**src/rtl/add_seq_pkg.sv**
```systemverilog
// add_seq_pkg: shared types and constants for the sliced add/sub sequencer.
// Saturation limits are consumed only when ADD_SEQ_CTRL_SAT_EN is defined.
package add_seq_pkg;

    localparam int SLICE_W = 16;

    typedef enum logic [1:0] {IDLE, RUN, DONE} state_t;

    typedef logic req_id_t;

    function automatic logic [63:0] sat_max(input int w);
        return (64'd1 << (w - 1)) - 64'd1;
    endfunction

    function automatic logic [63:0] sat_min(input int w);
        return 64'd1 << (w - 1);
    endfunction

endpackage

```
**src/rtl/add_seq_rr_arb.sv**
```systemverilog
// add_seq_rr_arb: two-input round-robin arbiter.
// The pointer only flips on contention, so a lone requester never moves it.
module add_seq_rr_arb (
    input  logic       clk,
    input  logic       resetn,
    input  logic [1:0] i_valid,
    input  logic       i_adv,
    output logic [1:0] o_grant,
    output logic       o_ptr
);

    logic r_ptr;

    always_comb begin
        o_grant = (&i_valid) ? (r_ptr ? 2'b10 : 2'b01) : i_valid;
    end

    always_ff @(posedge clk or negedge resetn) begin
        if (!resetn)
            r_ptr <= 1'b0;
        else if (i_adv && (&i_valid))
            r_ptr <= ~r_ptr;
    end

    assign o_ptr = r_ptr;

endmodule

```
**src/rtl/add_seq_ctrl.sv**
```systemverilog
// add_seq_ctrl: shares one 16-bit adder slice between two requesters, LSB slice first.
// Optional macro ADD_SEQ_CTRL_SAT_EN saturates res_sum on signed overflow.
module add_seq_ctrl
    import add_seq_pkg::*;
#(
    parameter int DATA_W = 32
) (
    input  logic              clk,
    input  logic              resetn,
    input  logic              req0_valid,
    output logic              req0_ready,
    input  logic [DATA_W-1:0] req0_a,
    input  logic [DATA_W-1:0] req0_b,
    input  logic              req0_sub,
    input  logic              req1_valid,
    output logic              req1_ready,
    input  logic [DATA_W-1:0] req1_a,
    input  logic [DATA_W-1:0] req1_b,
    input  logic              req1_sub,
    output logic              res_valid,
    input  logic              res_ready,
    output logic [DATA_W-1:0] res_sum,
    output logic              res_cout,
    output logic              res_ovf,
    output logic              res_id,
    output logic [15:0]       add_a,
    output logic [15:0]       add_b,
    output logic              add_cin,
    input  logic [15:0]       add_s,
    input  logic [15:0]       add_cout
);

    localparam int NSLICE = DATA_W / SLICE_W;
    localparam int KW     = $clog2(NSLICE);
    localparam int OW     = $clog2(DATA_W);

    state_t            r_state;
    state_t            w_next;
    logic [KW-1:0]     r_k;
    logic [DATA_W-1:0] r_a;
    logic [DATA_W-1:0] r_b;
    logic [DATA_W-1:0] r_sum;
    logic              r_carry;
    logic              r_ovf;
    req_id_t           r_id;
    logic [1:0]        w_grant;
    logic              w_ptr;
    logic              w_idle;
    logic              w_go;
    logic              w_last;
    logic [OW-1:0]     w_off;
    logic              w_unused;

    add_seq_rr_arb u_arb (
        .clk     (clk),
        .resetn  (resetn),
        .i_valid ({req1_valid, req0_valid}),
        .i_adv   (w_idle),
        .o_grant (w_grant),
        .o_ptr   (w_ptr)
    );

    assign w_idle     = r_state == IDLE;
    assign w_go       = w_idle && (|w_grant);
    assign w_last     = (r_state == RUN) && (r_k == KW'(NSLICE - 1));
    assign w_off      = {r_k, 4'b0000};
    assign req0_ready = w_idle & w_grant[0];
    assign req1_ready = w_idle & w_grant[1];
    assign w_unused   = ^{add_cout[SLICE_W-2:0], w_ptr};

    always_comb begin
        add_a   = '0;
        add_b   = '0;
        add_cin = 1'b0;
        if (r_state == RUN) begin
            add_a   = r_a[w_off +: SLICE_W];
            add_b   = r_b[w_off +: SLICE_W];
            add_cin = r_carry;
        end
        w_next = w_idle ? (w_go ? RUN : IDLE)
               : (r_state == RUN) ? (w_last ? DONE : RUN)
               : (res_ready ? IDLE : DONE);
    end

    always_ff @(posedge clk or negedge resetn) begin
        if (!resetn)
            r_state <= IDLE;
        else
            r_state <= w_next;
    end

    // Subtraction is A + ~B + 1: B is inverted at capture and the +1 rides in as the first carry.
    always_ff @(posedge clk or negedge resetn) begin
        if (!resetn) begin
            r_k     <= '0;
            r_a     <= '0;
            r_b     <= '0;
            r_sum   <= '0;
            r_carry <= 1'b0;
            r_ovf   <= 1'b0;
            r_id    <= 1'b0;
        end else if (w_go) begin
            r_a     <= w_grant[1] ? req1_a : req0_a;
            r_b     <= w_grant[1] ? (req1_sub ? ~req1_b : req1_b) : (req0_sub ? ~req0_b : req0_b);
            r_carry <= w_grant[1] ? req1_sub : req0_sub;
            r_id    <= w_grant[1];
            r_k     <= '0;
        end else if (r_state == RUN) begin
            r_sum[w_off +: SLICE_W] <= add_s;
            r_carry                 <= add_cout[SLICE_W-1];
            r_k                     <= r_k + KW'(1);
            if (w_last)
                r_ovf <= (r_a[DATA_W-1] == r_b[DATA_W-1]) && (add_s[SLICE_W-1] != r_a[DATA_W-1]);
        end
    end

    assign res_valid = r_state == DONE;
    assign res_cout  = r_carry;
    assign res_ovf   = r_ovf;
    assign res_id    = r_id;

`ifdef ADD_SEQ_CTRL_SAT_EN
    localparam logic [DATA_W-1:0] SAT_MAX = DATA_W'(sat_max(DATA_W));
    localparam logic [DATA_W-1:0] SAT_MIN = DATA_W'(sat_min(DATA_W));
    assign res_sum = r_ovf ? (r_a[DATA_W-1] ? SAT_MIN : SAT_MAX) : r_sum;
`else
    assign res_sum = r_sum;
`endif

endmodule

```
**config.mk**
```make
export PLATFORM = sky130hd
export DESIGN_NAME = add_seq_ctrl
export DESIGN_NICKNAME = d
export VERILOG_FILES = /design/src/rtl/add_seq_pkg.sv /design/src/rtl/add_seq_rr_arb.sv /design/src/rtl/add_seq_ctrl.sv
export SDC_FILE = /design/constraint.sdc
export NUM_CORES = 1
export LEC_CHECK = 0
export BUFFER_PORTS_ARGS = -buffer_cell sky130_fd_sc_hd__clkbuf_2
export CAP_MARGIN = 30
export CORE_MARGIN = 2
export CORE_UTILIZATION = 53
export CTS_CLUSTER_DIAMETER = 40
export CTS_CLUSTER_SIZE = 10
export DETAILED_ROUTE_END_ITERATION = 16
export PLACE_DENSITY = 0.87
export SYNTH_ARGS = -nofsm -noshare
export SYNTH_HDL_FRONTEND = slang
export SYNTH_SLANG_ARGS = --single-unit
```
**constraint.sdc**
```tcl
create_clock -name clk -period 2.49 [get_ports clk]
set_clock_uncertainty 0.1 [all_clocks]
set_input_delay 0.6225 -clock clk [delete_from_list [all_inputs] [get_ports clk]]
set_output_delay 0.6225 -clock clk [all_outputs]
set_load 0.05 [all_outputs]
```
# Word level (Yosys, flattened, before mapping)
# Index checks and enable logic that the tools add are counted.
[op_classes] addsub=2 n_mul=0 div=0 n_lt_le_gt_ge=0 n_eq_ne=4 shifts=4 n_mux=20 bitwise=6 n_reduce_logical=10
[ops] operator="2-to-1 mux 32 bit" count=4
[ops] operator="NOT 32 bit" count=2
[ops] operator="variable part select 32 x 6 -> 16 bit" count=2
[ops] operator="bitwise mux 32 bit" count=1
[ops] operator="2-to-1 mux 16 bit" count=2
[ops] operator="variable shift 16 x 7 -> 32 bit, first input constant" count=1
[ops] operator="variable part select 16 x 7 -> 32 bit" count=1
[ops] operator="2-to-1 mux 2 bit" count=6
[ops] operator="2-to-1 mux 1 bit" count=7
[ops] operator="negation 5 -> 7 bit" count=1
[ops] operator="logical AND 1 bit" count=4
[ops] operator="AND reduction 2 bit" count=2
[ops] operator="AND reduction 3 bit" count=1
[ops] operator="bitwise AND 1 bit" count=2
[ops] operator="== test 2 x 1 -> 1 bit, second input constant" count=1
[ops] operator="== test 2 bit, second input constant" count=1
[ops] operator="logical NOT 2 bit" count=1
[ops] operator="NOT 1 bit" count=2
[ops] operator="nonzero test 2 bit" count=1
[ops] operator="OR reduction 2 bit" count=1
[ops] operator="adder 1 bit, second input constant" count=1
[ops] operator="== test 1 bit" count=1
[ops] operator="inequality test 1 bit" count=1
[totals] ff_bits=103 latchBits=0 ram_bits=0 romBits=0 input_bits=167 wordCells=55 memories=0

# Longest topological paths before layout
[depth] depth_word=6 ltp_mapped=6 mapped_depth_nobuf=3

# Cells and area by module
# From an unflattened synthesis, not the netlist that was laid out.
[hier_totals] cells_unflattened=459 hier_area_um2=5494.0
[modules_own_cells] module="add_seq_ctrl" n_inst=1 cells_per_inst=453 area_each_um2=5436.5
[modules_own_cells] module="add_seq_rr_arb" n_inst=1 cells_per_inst=6 area_each_um2=57.6

# Least setup slack after synthesis
# OpenSTA, ideal clock, no wires.
[synth_path] kind="input-to-output" start="in req1_valid" end="out req1_ready" arrival_ns=1.944 slack_ns=-0.176 stages=5 n_path_buf=3 path_cell_list="buf_4 > buf_2 > buf_1 > nand2_1 > nor2_1"
[synth_between] elab_chain_len=3
[synth_lines] element="from (decl)" line="add_seq_ctrl.sv:15" text="input logic req1_valid,"
[synth_lines] element="AND reduction 2 bit" line="add_seq_rr_arb.sv:15" text="o_grant = (&i_valid) ? (r_ptr ? 2'b10 : 2'b01) : i_valid;"
[synth_lines] element="2-to-1 mux 2 bit *" line="add_seq_rr_arb.sv:15"
[synth_lines] element="bitwise AND 1 bit *" line="add_seq_ctrl.sv:68" text="assign req1_ready = w_idle & w_grant[1];"
[synth_lines] element="to (decl)" line="add_seq_ctrl.sv:16" text="output logic req1_ready,"
# Mark *: on every way between the ends. The rest lies on a longest branch, timed or not.

# Worst setup path in the final report
[layout_path] start="reg r_state[1]" end="out add_b[14]"
[layout_between] elab_chain_len=2
[layout_lines] element="from (decl)" line="add_seq_ctrl.sv:37" text="state_t r_state;"
[layout_lines] element="from (signal assigned)" line="add_seq_ctrl.sv:89" text="r_state <= w_next;"
[layout_lines] element="== test 2 x 1 -> 1 bit" line="add_seq_ctrl.sv:75" text="if (r_state == RUN) begin"
[layout_lines] element="2-to-1 mux 16 bit" line="add_seq_ctrl.sv:75"
[layout_lines] element="to (decl)" line="add_seq_ctrl.sv:27" text="output logic [15:0] add_b,"
# Every way passes these cells.

==> out/results.ini <==
[route]
vias = 5667
dr.first_iter.drc_count = 548
avgRoutedWirePerCell_um = 19.5
routed_via_density = 6.11
remaining_drc_errors = 0
postRouteAntennaNets = 0
wirelength_um = 18100
drt_pass1_iterations = 8

[layout]
drive_above_1_share_pct = 39.7
areaGrowthSynthToFinish_pct = 31.2
nNetsFinal = 950
ff_latch_area_um2 = 2580
num_antenna_cells = 0
fill_cells = 766
multi_input_area_um2 = 2890

[logic_synthesis]
synth_fa_ha_area_share_pct = 0
synth_edf_count = 0
synthMuxAreaShare_pct = 6.24
ys_top_cells_by_area = dfrtp_1 (45%), xor2_1 (9.9%), mux2_2 (6.2%), a21oi_1 (5.7%), o21ai_0 (5.5%)
yosysWarningCount = 0
synth-simple-area-share_pct = 7.99
synth_compound_gate_area_share_pct = 24.4
synth_top_area_share_pct = 44.6
synth_xor_xnor_area_share_pct = 10.0
synth_flop_cell = dfrtp_1
synth_top_family_by_area = compound AO/OA/AOI/OAI gates
synth.distinct_cells = 34
yosys-top-cells-count = dfrtp_1 (103), a21oi_1 (66), xor2_1 (65)
synth_area_um2 = 5780
seq_area_frac_synth_pct = 44.6
synth-seq-cells = 103
synthCells = 593
async_reset_ff_share_pct = 100
yosysMostFrequentCell = dfrtp_1
syn-num-nets = 760
synth_top_area_cell = dfrtp_1
syn_avg_cell_area_um2 = 9.74

[setup_path]
critPathMaxStageDelay_ns = 0.44
r2r-start = r_state[1]
critical_path_class = flip-flop to output port
crit_start = r_state[1]
critPathMaxFanout = 14
cp_top_family = flip-flops
end_kind = output port
worst_ep_required_time_ns = 1.77
worst-path-buf-inv = 2
startpoint_type = flip-flop
slowest_stage = dfrtp_2
cp_data_arrival_time_ns = 1.77
cp_cell_sequence = nand2b_4 -> nor2_4 -> buf_12 -> a22o_1 -> buf_8

[sta]
slew_headroom_pct = 53.1
fin_crit_ns = 2.49
min_period_over_period_pct = 99.9
rsz0062_at_grt = true
finalMaxSlewViolations = 0
finalHoldViolCount = 0
fmax_mhz = 402
worstMarginPinSlew_ns = 0.704
tns_ns = 0
finalSetupViolCount = 0

[power]
vdd_drop_max_v = 0.00100
power_w = 0.0111
clkPwrFrac_pct = 10.4
combPwrFrac_pct = 61.5
switching_power_w = 0.00553
switching_share_pct = 49.7
sequentialPowerShare_pct = 28.1
internal_power_w = 0.00561
power.density_nw_per_um2 = 1470
leakage_nw = 3.51

[grt]
grt_use_total_pct = 30.1
grt_max_degree = 71
grt_first_pass_wirelength_um = 27700
first_global_vias = 5520
grt_antenna_before_repair = 0
grt_overflow = 0

[cts]
clk_latency_ns = 0.36
numCtsBuffers = 9
cts.htree.levels = 3
cts_hold_buf = 0
cts_tree = built
root_buffer = clkbuf_8
clk_pin_slew_ns = 0.10
clkSinkCount = 103
cts_buffer_depth = 2

[floorplanning]
die_area_um2 = 11800
die_x_um = 108
die_h_um = 108
ios = 238
rows = 38
core_area_um2 = 10700
start_util_pct = 53.8

[placement]
dp_hpwl_um = 12200
gp_congestion = 0.859
io_buffers = 222

[outcome]
status = complete, no violations

[hold_path]
hold_class = input port to async pin

[flow_run]
drv_cap = 0

-- power by group through the flow --
stage                     Combinational (W)  Clock, W  Sequential (W)
final                               0.00685   0.00116         0.00313
after detailed placement            0.00621         0         0.00311
after global routing                0.00724   0.00124         0.00321
after CTS                           0.00659   0.00117         0.00308
after floorplan                     0.00360         0         0.00395
after global placement              0.00608         0         0.00304
-- worst register-to-register path, delay by kind of cell, from the launching register on --
| kind | cells | cell delay, ns |
|---|---|---|
| compound gates | 1 | 0.19 |
| buf+inv | 3 | 0.74 |
| flops | 1 | 0.44 |
| simple gates | 2 | 0.40 |
-- per-stage QoR --
step / setup slack (ns) / util, % / instances / hold WS (ns) / instance area, um2
4_1_cts: 0.00397 / 69.6 / 927 / 0.0769 / 7480
3_3_place_gp: 0.313 / 65.7 / 908 / 0.382 / 7060
6_report: 0.00139 / 70.6 / 928 / 0.0746 / 7580
3_5_place_dp: 0.298 / 65.7 / 908 / 0.394 / 7060
5_1_grt: -0.0671 / 70.6 / 928 / 0.0994 / 7580
2_1_floorplan: 0.0349 / - / 593 / 0.227 / 5780
-- area by class of cell --
cell class / instances / area share (%)
multi-input cells: 419 / 38.2
flip-flops and latches: 103 / 34.0
repair buffers: 247 / 22.4
well taps: 140 / 2.31
clock buffers: 11 / 1.86
clock inverters: 5 / 1.07
inverters: 3 / 0.149
-- registers in the layout, indices dropped and copies added, names as in the netlist --
signal       count
r_b             32
res_ovf          1
res_cout         1
r_state          2
res_id           1
r_a             32
u_arb.o_ptr      1
res_sum         32
r_k              1
-- path summary, 6_finish.rpt --
kind                       depth (start not counted)     endpoint  slack [ns]
setup / recovery                                   5    add_b[14]       0.001
hold / removal                                     1  res_sum[26]        0.07
setup reg to reg                                   6       r_a[7]        0.48
hold reg to reg                                    1  u_arb.o_ptr        0.41
max in group asynchronous                          2      r_a[22]        1.48
min in group clk                                   2   r_state[1]        0.32
-- kinds of logic (layout without fill, tap and decap cells) --
| group | Yosys count | in the layout |
|---|---|---|
| AOI/OAI and AO/OA | 232 | 232 |
| xor gates and xnor gates | 66 | 66 |
| muxes | 32 | 32 |
| DFF | 103 | 103 |
| and+or+nand+nor | 89 | 89 |
| buffers and inverters | 71 | 266 |
-- cell usage in the layout (no fill, tap or decap), types with 3 or more instances in the layout --
cell type	n
nor3_1	32
clkbuf_8	13
a22o_4	6
buf_4	22
mux2_2	32
a31oi_1	33
dfrtp_1	101
o21ai_1	3
a22o_1	26
a21oi_1	66
clkbuf_2	187
nor2_2	3
o31ai_1	32
buf_8	10
buf_6	8
nor2_1	4
xor2_1	65
nand3_1	33
buf_12	14
o21ai_0	63
-- repair_timing --
action,4_1_cts,5_1_grt
buffers inserted,2,0
endpoints found under the setup margin,30,19
pin swaps,0,6
hold endpoints to repair,0,0
resized for setup,42,37
gates cloned,1,1
-- routing by layer --
metal  track usage [%]  vias to the layer above  share of wire [%]
li1                  -                     2542                  -
met1              38.0                     2676                 39
met2              49.5                      375                 49
met3              5.79                       74                8.5
met4              15.2                        0                3.8
met5                 0                        -                  0
Power figures use the tool's default switching activity.
